## config.mk

```make
export PLATFORM = sky130hd
export DESIGN_NAME = cla_sw_arb
export DESIGN_NICKNAME = d
export VERILOG_FILES = /design/src/rtl/cla_pkg.sv /design/src/rtl/cla_sw_fifo.sv /design/src/rtl/cla_sw_arb.sv
export SDC_FILE = /design/constraint.sdc
export NUM_CORES = 1
export LEC_CHECK = 0
export BUFFER_PORTS_ARGS = -buffer_cell sky130_fd_sc_hd__buf_2
export CORE_MARGIN = 2
export CORE_UTILIZATION = 40
export DETAILED_ROUTE_END_ITERATION = 7
export MAX_ROUTING_LAYER = met4
export PLACE_DENSITY = 0.64
export SLEW_MARGIN = 5
export SYNTH_ARGS = -nofsm -noshare
export SYNTH_HDL_FRONTEND = slang
export SYNTH_HIERARCHICAL = 1
export SYNTH_SLANG_ARGS = --single-unit
```

## constraint.sdc

```tcl
create_clock -name clk -period 2.74 [get_ports clk]
set_input_delay 0.411 -clock clk [delete_from_list [all_inputs] [get_ports clk]]
set_output_delay 0.411 -clock clk [all_outputs]
set_load 0.005 [all_outputs]
```

## src/rtl/cla_pkg.sv

```systemverilog
// ----------------------------------------------------------------------------
// cla_pkg
// Shared types for the clause switch / arbiter slice.
//   cla_t     : one clause word as carried from producers to the clause queue
//   CLA_W     : width of cla_t in bits
//   ch_idx_t  : channel index, wide enough for the largest supported switch
// ----------------------------------------------------------------------------
package cla_pkg;

  // A clause word: literal payload plus an end-of-clause marker.
  typedef struct packed {
    logic        eoc;
    logic [14:0] lit;
  } cla_t;

  localparam int CLA_W   = $bits(cla_t);
  localparam int MAX_NCH = 16;

  typedef logic [$clog2(MAX_NCH)-1:0] ch_idx_t;

endpackage

```

## src/rtl/cla_sw_fifo.sv

```systemverilog
// ----------------------------------------------------------------------------
// cla_sw_fifo
// Single-channel synchronous FIFO feeding the clause switch arbiter.
// Ports:
//   clk        clock
//   rst        asynchronous active-low reset (empties the FIFO)
//   push       write push_data at the rising edge
//   push_data  word to write
//   pop        drop the head word at the rising edge
//   head       current head word (valid when !empty)
//   full       DEPTH words stored
//   empty      no word stored
// Pointers carry one extra wrap bit so full and empty differ only in the MSB.
// ----------------------------------------------------------------------------
module cla_sw_fifo
  import cla_pkg::*;
#(
  parameter int DEPTH  = 4,
  parameter int DATA_W = CLA_W
) (
  input  logic              clk,
  input  logic              rst,
  input  logic              push,
  input  logic [DATA_W-1:0] push_data,
  input  logic              pop,
  output logic [DATA_W-1:0] head,
  output logic              full,
  output logic              empty
);

  localparam int AW = $clog2(DEPTH);

  logic [AW:0]       wptr;
  logic [AW:0]       rptr;
  logic [DATA_W-1:0] mem [DEPTH];

  always_ff @(posedge clk or negedge rst) begin
    if (!rst) begin
      wptr <= '0;
      rptr <= '0;
    end else begin
      if (push) wptr <= wptr + 1'b1;
      if (pop)  rptr <= rptr + 1'b1;
    end
  end

  // Storage is plain data: no reset needed, only the pointers decide validity.
  always_ff @(posedge clk) begin
    if (push) mem[wptr[AW-1:0]] <= push_data;
  end

  assign empty = (wptr == rptr);
  assign full  = (wptr[AW] != rptr[AW]) && (wptr[AW-1:0] == rptr[AW-1:0]);
  assign head  = mem[rptr[AW-1:0]];

endmodule

```

## src/rtl/cla_sw_arb.sv

```systemverilog
// ----------------------------------------------------------------------------
// cla_sw_arb
// N-channel clause switch: per-channel FIFOs, an arbiter and one registered
// output stage toward the clause queue (clq). Channel 0 is the carb producer,
// channels 1..NCH-1 are engine/aux producers.
// Ports:
//   clk        clock
//   rst        asynchronous active-low reset
//   in_data    NCH clause words, channel i at [i*DATA_W +: DATA_W]
//   in_valid   word valid per channel
//   in_stall   channel FIFO full; producer must hold
//   out_data   clause word to clq
//   out_valid  out_data valid
//   out_ready  clq accepts this cycle
//   out_src    channel index of out_data
//   ovf_err    sticky per channel: push attempted while stalled
//   grant_cnt  (only with CLA_SW_STATS_EN) NCH saturating 16-bit counters of
//              output handshakes per source channel
// Optional feature macro: CLA_SW_STATS_EN
// ----------------------------------------------------------------------------
module cla_sw_arb
  import cla_pkg::*;
#(
  parameter int NCH      = 2,
  parameter int DEPTH    = 4,
  parameter int DATA_W   = CLA_W,
  parameter int PRIO_CH0 = 1
) (
  input  logic                    clk,
  input  logic                    rst,
  input  logic [NCH*DATA_W-1:0]   in_data,
  input  logic [NCH-1:0]          in_valid,
  output logic [NCH-1:0]          in_stall,
  output logic [DATA_W-1:0]       out_data,
  output logic                    out_valid,
  input  logic                    out_ready,
  output logic [$clog2(NCH)-1:0]  out_src,
  output logic [NCH-1:0]          ovf_err
`ifdef CLA_SW_STATS_EN
  ,
  output logic [NCH*16-1:0]       grant_cnt
`endif
);

  localparam int SRC_W = $clog2(NCH);

  logic [NCH-1:0]    full;
  logic [NCH-1:0]    empty;
  logic [NCH-1:0]    push;
  logic [NCH-1:0]    pop_p0;
  logic [DATA_W-1:0] head_p0 [NCH];

  logic              any_req_p0;
  logic [SRC_W-1:0]  grant_p0;
  logic [SRC_W-1:0]  cand_p0;
  logic              load_en;
  logic [SRC_W-1:0]  rr_ptr;

  logic              vld_p1;
  logic [DATA_W-1:0] data_p1;
  logic [SRC_W-1:0]  src_p1;

  // Stage p0: per-channel FIFOs and arbitration over their heads
  for (genvar g = 0; g < NCH; g++) begin : g_ch
    assign push[g] = in_valid[g] & ~full[g];

    cla_sw_fifo #(
      .DEPTH  (DEPTH),
      .DATA_W (DATA_W)
    ) u_fifo (
      .clk       (clk),
      .rst       (rst),
      .push      (push[g]),
      .push_data (in_data[g*DATA_W +: DATA_W]),
      .pop       (pop_p0[g]),
      .head      (head_p0[g]),
      .full      (full[g]),
      .empty     (empty[g])
    );
  end

  // Stall comes from the registered fill level only, so a pop in the same
  // cycle never lifts it.
  assign in_stall = full;

  assign load_en = ~vld_p1 | out_ready;

  // Round-robin search begins one past the last grant. In priority mode a
  // nonempty channel 0 wins outright and is skipped by the round-robin scan.
  always_comb begin
    any_req_p0 = 1'b0;
    grant_p0   = '0;
    cand_p0    = '0;
    if (PRIO_CH0 != 0 && !empty[0]) begin
      any_req_p0 = 1'b1;
      grant_p0   = '0;
    end else begin
      for (int k = 1; k <= NCH; k++) begin
        cand_p0 = SRC_W'((int'(rr_ptr) + k) % NCH);
        if (!any_req_p0 && !empty[cand_p0] &&
            !(PRIO_CH0 != 0 && cand_p0 == '0)) begin
          any_req_p0 = 1'b1;
          grant_p0   = cand_p0;
        end
      end
    end
  end

  always_comb begin
    pop_p0 = '0;
    if (load_en && any_req_p0) pop_p0[grant_p0] = 1'b1;
  end

  // Stage p1: output register toward clq
  always_ff @(posedge clk or negedge rst) begin
    if (!rst) begin
      vld_p1  <= 1'b0;
      data_p1 <= '0;
      src_p1  <= '0;
      rr_ptr  <= '0;
    end else if (load_en) begin
      vld_p1 <= any_req_p0;
      if (any_req_p0) begin
        data_p1 <= head_p0[grant_p0];
        src_p1  <= grant_p0;
        // Channel 0 grants under strict priority leave the rotation untouched.
        if (PRIO_CH0 == 0 || grant_p0 != '0) rr_ptr <= grant_p0;
      end
    end
  end

  always_ff @(posedge clk or negedge rst) begin
    if (!rst) ovf_err <= '0;
    else      ovf_err <= ovf_err | (in_valid & full);
  end

  assign out_valid = vld_p1;
  assign out_data  = data_p1;
  assign out_src   = src_p1;

`ifdef CLA_SW_STATS_EN
  logic [15:0] gcnt [NCH];

  always_ff @(posedge clk or negedge rst) begin
    if (!rst) begin
      for (int i = 0; i < NCH; i++) gcnt[i] <= '0;
    end else begin
      for (int i = 0; i < NCH; i++) begin
        if (vld_p1 && out_ready && src_p1 == SRC_W'(i) && gcnt[i] != 16'hFFFF)
          gcnt[i] <= gcnt[i] + 16'd1;
      end
    end
  end

  for (genvar g = 0; g < NCH; g++) begin : g_cnt
    assign grant_cnt[g*16 +: 16] = gcnt[g];
  end
`endif

endmodule
```

==> impl_results.md, run 1 <==
* Max Buffers Root-to-Sink at 2
* FILL cells at ~1300
* CTS sink count at 160
* Final HPWL DP at between 7000 and 8000 um
* Seq/Total Area, Yosys at 0.728
* Pwr Density at approximately 1100 nW/um^2
* Hold Path Class: in2async
* Min Tclk post-route at between 1.5 and 2 ns
* Synthesized Nets at 365
* Post-Syn Area at about 6400 sq um
* Synth top cells by count: 128 x edfxtp_1, 32 x dfrtp_1, 17 x a21oi_1
* Post-Syn Area per Cell at about 20 sq um
* # H-tree levels at 4
* CTS tree: done
* RSZ-0062 raised after global routing: no
* Area of the multi-input gates at 1560 sq um
* Crit-path max FO at 16
* Vias at approximately 3000
* Leak pwr at 0.00271 uW
* Final slew viol count at 0
* WP buf/inv at 1
* GRT overflow at 0
* Die Ht at approximately 130 um
* All-Layer GR Usage at 0.146
* Outcome: complete, no violations
* Post-Synthesis Cells at around 320
* CP max stage delay at about 0.44 ns
* Relative slew slack at 0.496
* Count leader, synth: edfxtp_1
* Least-Margin Pin Slew at ~0.76 ns
* Startpoint types: register
* CP Class: reg2reg
* Post-synth ARST share at 0.200
* Initial DRC Count at between 200 and 250
* EDFF count, synth at 128
* Synth top area share at 0.603
* Vias in the first global route at 3100
* Final period utilization at 0.719
* Final setup violation count at 0
* Worst reg2reg setup slack at between 0.7 and 0.8 ns
* Syn-to-layout area delta at 17.3%
* Synth warn at 6
* Fin nets at 440
* Final GP Congestion at approximately 0.80
* Die X at 130 um
* Leading post-synthesis cells by cell area: edfxtp_1 60%, dfrtp_1 13%, mux4_1 6.6%, mux4_2 5.7%, mux2i_1 2.5%
* Num CTS Buffers at 17
* Max Fclk at between 0.5 and 0.6 GHz
* Clk_lat worst skew at roughly 0.41 ns
* First drt pass iteration count at 4
* WL/cell at 17.9 um
* Antenna-violating nets left at 0
* Final hold violation count at 0
* Critical Path RT at 2.84 ns
* Top FF cell, synth: edfxtp_1
* Worst setup EP type: register
* Initial Utilization at 0.406
* Io pins at 59
* Layout cells sized above 1 at 0.303
* Root Driver: clkbuf_16
* Synth Register Bits at 160
* Via density per instance at 4.91
* Total Neg Setup Slack at 0 ns
* Worst clock skew at ~0.0084 ns
* PostCTS Resize Cnt at 0
* Wirelength, routed at about 11000 um
* Peak supply drop at between 500 and 600 uV
* First-pass GRT wire length at ~17000 um
* CORE AREA at 15700 sq um
* Number of I/O port buffers at between 50 and 60
* Max cap viols at 0
* Synth area leader: edfxtp_1
* Crit-path cells: xor2_1, nor3_1, nor2b_1, and2_1, buf_4
* Slowest cell on crit path: dfrtp_1
* Post-CTS Hold Buffers at 0
* Die area at ~17000 sq um
* Synth cell types at 27
* Pin count of the biggest net entering global routing at 33
* Drt drc at 0
* Crit path max-delay family: simple AND/OR/NAND/NOR gates
* Clk slew on worst S/H paths at about 0.060 ns
* Cell Rows at 46
* FF/Latch Area at ~4600 sq um
* CP arrival at around 2.1 ns
* Initial antenna violation count at 1
* Power, Total at ~8400 uW
* Setup repair bufs after CTS at 0
sequential cells by signal, summed over array words and instances (netlist names):
register          cells
out_valid             1
out_src               1
g_ch.u_fifo/mem     128
ovf_err               2
out_data             16
g_ch.u_fifo/wptr      6
g_ch.u_fifo/rptr      6
cell families (layout without fill, tap and decap cells):
| kind of cell | after synthesis | count (layout) | synth area share |
|---|---|---|---|
| compound gates | 37 | 37 | 0.0330 |
| buf+inv | 22 | 110 | 0.0271 |
| other cells | 0 | 1 | 0 |
| fa+ha+maj | 10 | 10 | 0.0196 |
| flops | 160 | 160 | 0.728 |
| xor+xnor | 14 | 14 | 0.0192 |
| simple gates | 25 | 25 | 0.0216 |
| mux | 50 | 50 | 0.151 |
path summary, 6_finish.rpt:
check	end	start	depth (start not counted)
setup / recovery	g_ch[1].u_fifo/mem[3][15]	g_ch[1].u_fifo/wptr[0]	5
hold / removal	g_ch[0].u_fifo/wptr[2]	rst	1
setup reg to reg	g_ch[1].u_fifo/mem[3][15]	g_ch[1].u_fifo/wptr[0]	5
hold reg to reg	ovf_err[0]	ovf_err[0]	1
max in group asynchronous	out_data[14]	rst	1
min in group clk	g_ch[1].u_fifo/mem[3][5]	in_data[21]	1
final cells by class:
type                    instances  share of cell area
flip-flops and latches        160               0.621
multi-input cells             136               0.209
clock buffers                  18              0.0574
repair buffers                 73              0.0539
well taps                     216              0.0361
clock inverters                14              0.0197
inverters                       5             0.00251
diodes                          1            0.000335
cells in the final DEF, fill, tap and decap left out, drive strengths merged:
master | Yosys | layout
nor3b | 2 | 2
nand2b | 1 | 1
nand3 | 1 | 1
bufinv | 0 | 3
diode | 0 | 1
and2 | 8 | 8
o21ai | 2 | 2
inv | 5 | 5
a21oi | 17 | 17
mux2i | 16 | 16
edfxtp | 128 | 128
nor3 | 2 | 2
mux2 | 2 | 2
buf | 17 | 73
and2b | 1 | 1
a21o | 2 | 2
nor2 | 2 | 2
ha | 10 | 10
xor2 | 10 | 10
nor2b | 2 | 2
nand2 | 6 | 6
mux4 | 32 | 32
a31oi | 16 | 16
xnor2 | 4 | 4
dfrtp | 32 | 32
clkbuf | 0 | 18
clkinv | 0 | 11
where the power goes:
group | total [uW] | switching (uW) | leakage, uW | internal, uW
registers | 3610 | 266 | 0.00153 | 3340
clock network | 2280 | 864 | 0.000294 | 1410
logic | 2480 | 1310 | 0.000884 | 1170
total | 8370 | 2440 | 0.00271 | 5930
metrics by stage:
stage	cell area (sq um)	cells	utilization	setup slack [ns]	hold WS [ns]
floorplan	6380	318	-	0.616	0.115
global placement	6900	590	0.439	0.840	0.441
global route	7480	623	0.476	0.548	0.109
detailed placement	6900	590	0.439	0.794	0.440
finish	7480	623	0.476	0.770	0.0699
CTS	7480	622	0.476	0.770	0.0802
per-layer routing:
metal  up-vias  wire (um)  track usage
met5         -          0            -
met1      1533       4950        0.182
li1       1439          -            -
met3         8        514       0.0431
met2        78       5570        0.228
met4         0        123       0.0569
No activity file was read; power rests on OpenSTA's default activity.
==> run 2: changes to the inputs <==
- ABC_AREA: default -> 1
- clock period: 2.74 -> 1.9 ns (I/O delays scaled with it)
==> run 2 against run 1 <==
Critical path depth rose by 1. Clock skew about the same. Die area increased by 13%. Global-route usage up 1.3 points.
==> impl_results.md, run 2 <==
* Final Util at 0.463 (was 0.476)
* CTS tree: done (unchanged)
* Leading post-synthesis cells by cell area: edfxtp_1 53%, dfrtp_1 11%, nand2_1 11%, o211ai_2 6.8%, inv_1 4.1% (was edfxtp_1 60%, dfrtp_1 13%, mux4_1 6.6%, mux4_2 5.7%, mux2i_1 2.5%)
* Num CTS Buffers at 17 (unchanged)
* Number of diodes at 0 (was 1)
* Setup repair bufs after CTS at 0 (unchanged)
* Pwr Density at 1650 nW/um^2 (was 1120 nW/um^2)
* Max Fclk at about 0.55 GHz
* CP Class: reg2out (was reg2reg)
* CTS sink count at 160 (unchanged)
* Drt drc at 0 (unchanged)
* CORE AREA at 17800 sq um (was 15700 sq um)
* Seq/Total Area, Yosys at 0.643 (was 0.728)
* Synth area leader: edfxtp_1 (unchanged)
* Post-Syn Area at 7220 sq um (was 6380 sq um)
* Root Driver: clkbuf_16 (unchanged)
* FF/Latch Area at 4650 sq um (was 4640 sq um)
* Leak pwr at 0.00368 uW (was 0.00271 uW)
* FILL cells at 1592 (was 1309)
* Io pins at 59 (unchanged)
* Post-Synthesis Cells at 616 (was 318)
* Initial antenna violation count at 0 (was 1)
* Critical Path RT at 1.62 ns (was 2.84 ns)
* Layout cells sized above 1 at 0.265 (was 0.303)
* Peak supply drop at 1090 uV (was 577 uV)
* Crit-path max FO at 5 (was 16)
* Synth top cells by count: 202 x nand2_1, 128 x edfxtp_1, 79 x inv_1 (was 128 x edfxtp_1, 32 x dfrtp_1, 17 x a21oi_1)
* Vias at 4303 (was 3058)
* All-Layer GR Usage at 0.159 (was 0.146)
* Post-synth ARST share at 0.200 (unchanged)
* Count leader, synth: nand2_1 (was edfxtp_1)
* Worst clock skew at 0.00856 ns (was 0.00845 ns)
* Startpoint types: register (unchanged)
* Fin nets at 732 (was 440)
* Wirelength, routed at 14100 um (was 11200 um)
* Antenna-violating nets left at 0 (unchanged)
* Vias in the first global route at 4268 (was 3100)
* Outcome: complete, no violations (unchanged)
* Final setup violation count at 0 (unchanged)
* Final slew viol count at 0 (unchanged)
* CP arrival at 1.54 ns (was 2.07 ns)
* Final HPWL DP at 9570 um (was 7360 um)
* Final hold violation count at 0 (unchanged)
* EDFF count, synth at 128 (unchanged)
* Clk slew on worst S/H paths at 0.06 ns (about the same)
* Worst setup EP type: primary output (was register)
* Max reg flops at 128 (unchanged)
* Synth top area share at 0.532 (was 0.603)
* Pin count of the biggest net entering global routing at 67 (was 33)
* Die area at 19100 sq um (was 17000 sq um)
* Clk_lat worst skew at 0.43 ns (was 0.41 ns)
* WL/cell at 15.2 um (was 17.9 um)
* Max cap viols at 0 (unchanged)
* Via density per instance at 4.64 (was 4.91)
* Power, Total at 13600 uW (was 8370 uW)
* Total Neg Setup Slack at 0 ns (unchanged)
* Final GP Congestion at 0.841 (was 0.797)
* First-pass GRT wire length at 22600 um (was 17100 um)
* Initial DRC Count at 273 (was 238)
* First drt pass iteration count at 8 (was 4)
* Max Buffers Root-to-Sink at 2 (unchanged)
* Top FF cell, synth: edfxtp_1 (unchanged)
* Die Ht at 138 um (was 130 um)
* Synth Register Bits at 160 (unchanged)
* Cell Rows at 49 (was 46)
* Initial Utilization at 0.405 (was 0.406)
* Synth warn at 6 (unchanged)
* Post-Syn Area per Cell at 11.7 sq um (was 20.1 sq um)
* Final period utilization at 0.961
* Most frequent cells in the layout: 202 x nand2_1, 128 x edfxtp_1, 78 x inv_1 (was 128 x edfxtp_1, 58 x buf_2, 32 x dfrtp_1)
* Number of I/O port buffers at 58 (unchanged)
* Hold Path Class: in2reg (was in2async)
* Min Tclk post-route at 1.83 ns
* Synth cell types at 26 (was 27)
* GRT overflow at 0 (unchanged)
* Synthesized Nets at 663 (was 365)
* RSZ-0062 raised after global routing: yes (was no)
* Commonest non-fill, non-tap cell in the layout: nand2_1 (was edfxtp_1)
* Least-Margin Pin Slew at 0.721 ns (was 0.756 ns)
* Syn-to-layout area delta at 14.5% (was 17.3%)
* Die X at 138 um (was 130 um)
* Relative slew slack at 0.519 (was 0.496)
* # H-tree levels at 4 (unchanged)
* Area of the multi-input gates at 1920 sq um (was 1560 sq um)
-- run 2: cell types whose count changed after synthesis, sizes merged, moves of 17 or more --
cell    before  now
o211ai       0   48
mux4        32    0
nand2        6  222
o21ai        2   20
inv          5   88
a21oi       17    0
-- run 2: where the power goes --
part / switching (uW) / total [uW] / internal [uW]
Clock: 1290 / 3250 / 1960
Combinational: 3340 / 5130 / 1780
Sequential: 419 / 5230 / 4810
-- run 2: final timing paths --
path	startpoint	endpoint	slack [ns]	cells after the start
max	g_ch[1].u_fifo/wptr[0]	in_stall[1]	0.07	6
min	in_data[3]	g_ch[0].u_fifo/mem[0][3]	0.07	1
max reg2reg	g_ch[0].u_fifo/wptr[1]	g_ch[0].u_fifo/mem[1][11]	0.11	9
min reg2reg	ovf_err[0]	ovf_err[0]	0.46	1
max in group asynchronous	rst	g_ch[0].u_fifo/rptr[0]	0.95	2
min in group asynchronous	rst	out_data[15]	0.45	2
-- run 2: final cells by class --
cell class | instances | share of cell area
Sequential cell | 160 | 0.562
Multi-Input combinational cell | 337 | 0.232
Clock buffer | 23 | 0.0643
Timing Repair Buffer | 79 | 0.0575
Inverter | 90 | 0.0433
Tap cell | 229 | 0.0347
Clock inverter | 9 | 0.00605
-- run 2: routing by layer --
layer  share of wire  GRT usage
met5               0          -
met4          0.0077     0.0489
met3           0.052     0.0423
met2            0.49      0.251
met1            0.45      0.203
-- run 2: stage by stage --
step	std cells	instance area, sq um	hold WS (ns)	setup slack (ns)
4_1_cts	927	8250	0.0653	0.0415
5_1_grt	927	8270	0.0635	-0.0415
3_5_place_dp	894	7660	0.396	0.0907
3_3_place_gp	894	7660	0.382	0.162
6_report	927	8270	0.0738	0.0735
2_1_floorplan	616	7220	-0.0106	0.0430
-- run 2: critical path: stages (launching register included) --
cell	delay [ns]
dfrtp_1	0.43
inv_1	0.13
nand2_1	0.07
nand2_1	0.05
nand2_1	0.09
nor2_2	0.18
buf_2	0.16
-- run 2: repair_timing --
item	CTS	global route
endpoints found under the hold margin	32	0
resized for setup	0	9
hold buffers	1	0
endpoints found under the setup margin	0	115
-- run 2: kinds of logic after synthesis --
kind of cell | synth area share
simple gates | 0.139
xor+xnor | 0.0146
buf+inv | 0.0927
flops | 0.643
compound gates | 0.0929
fa+ha+maj | 0.0173
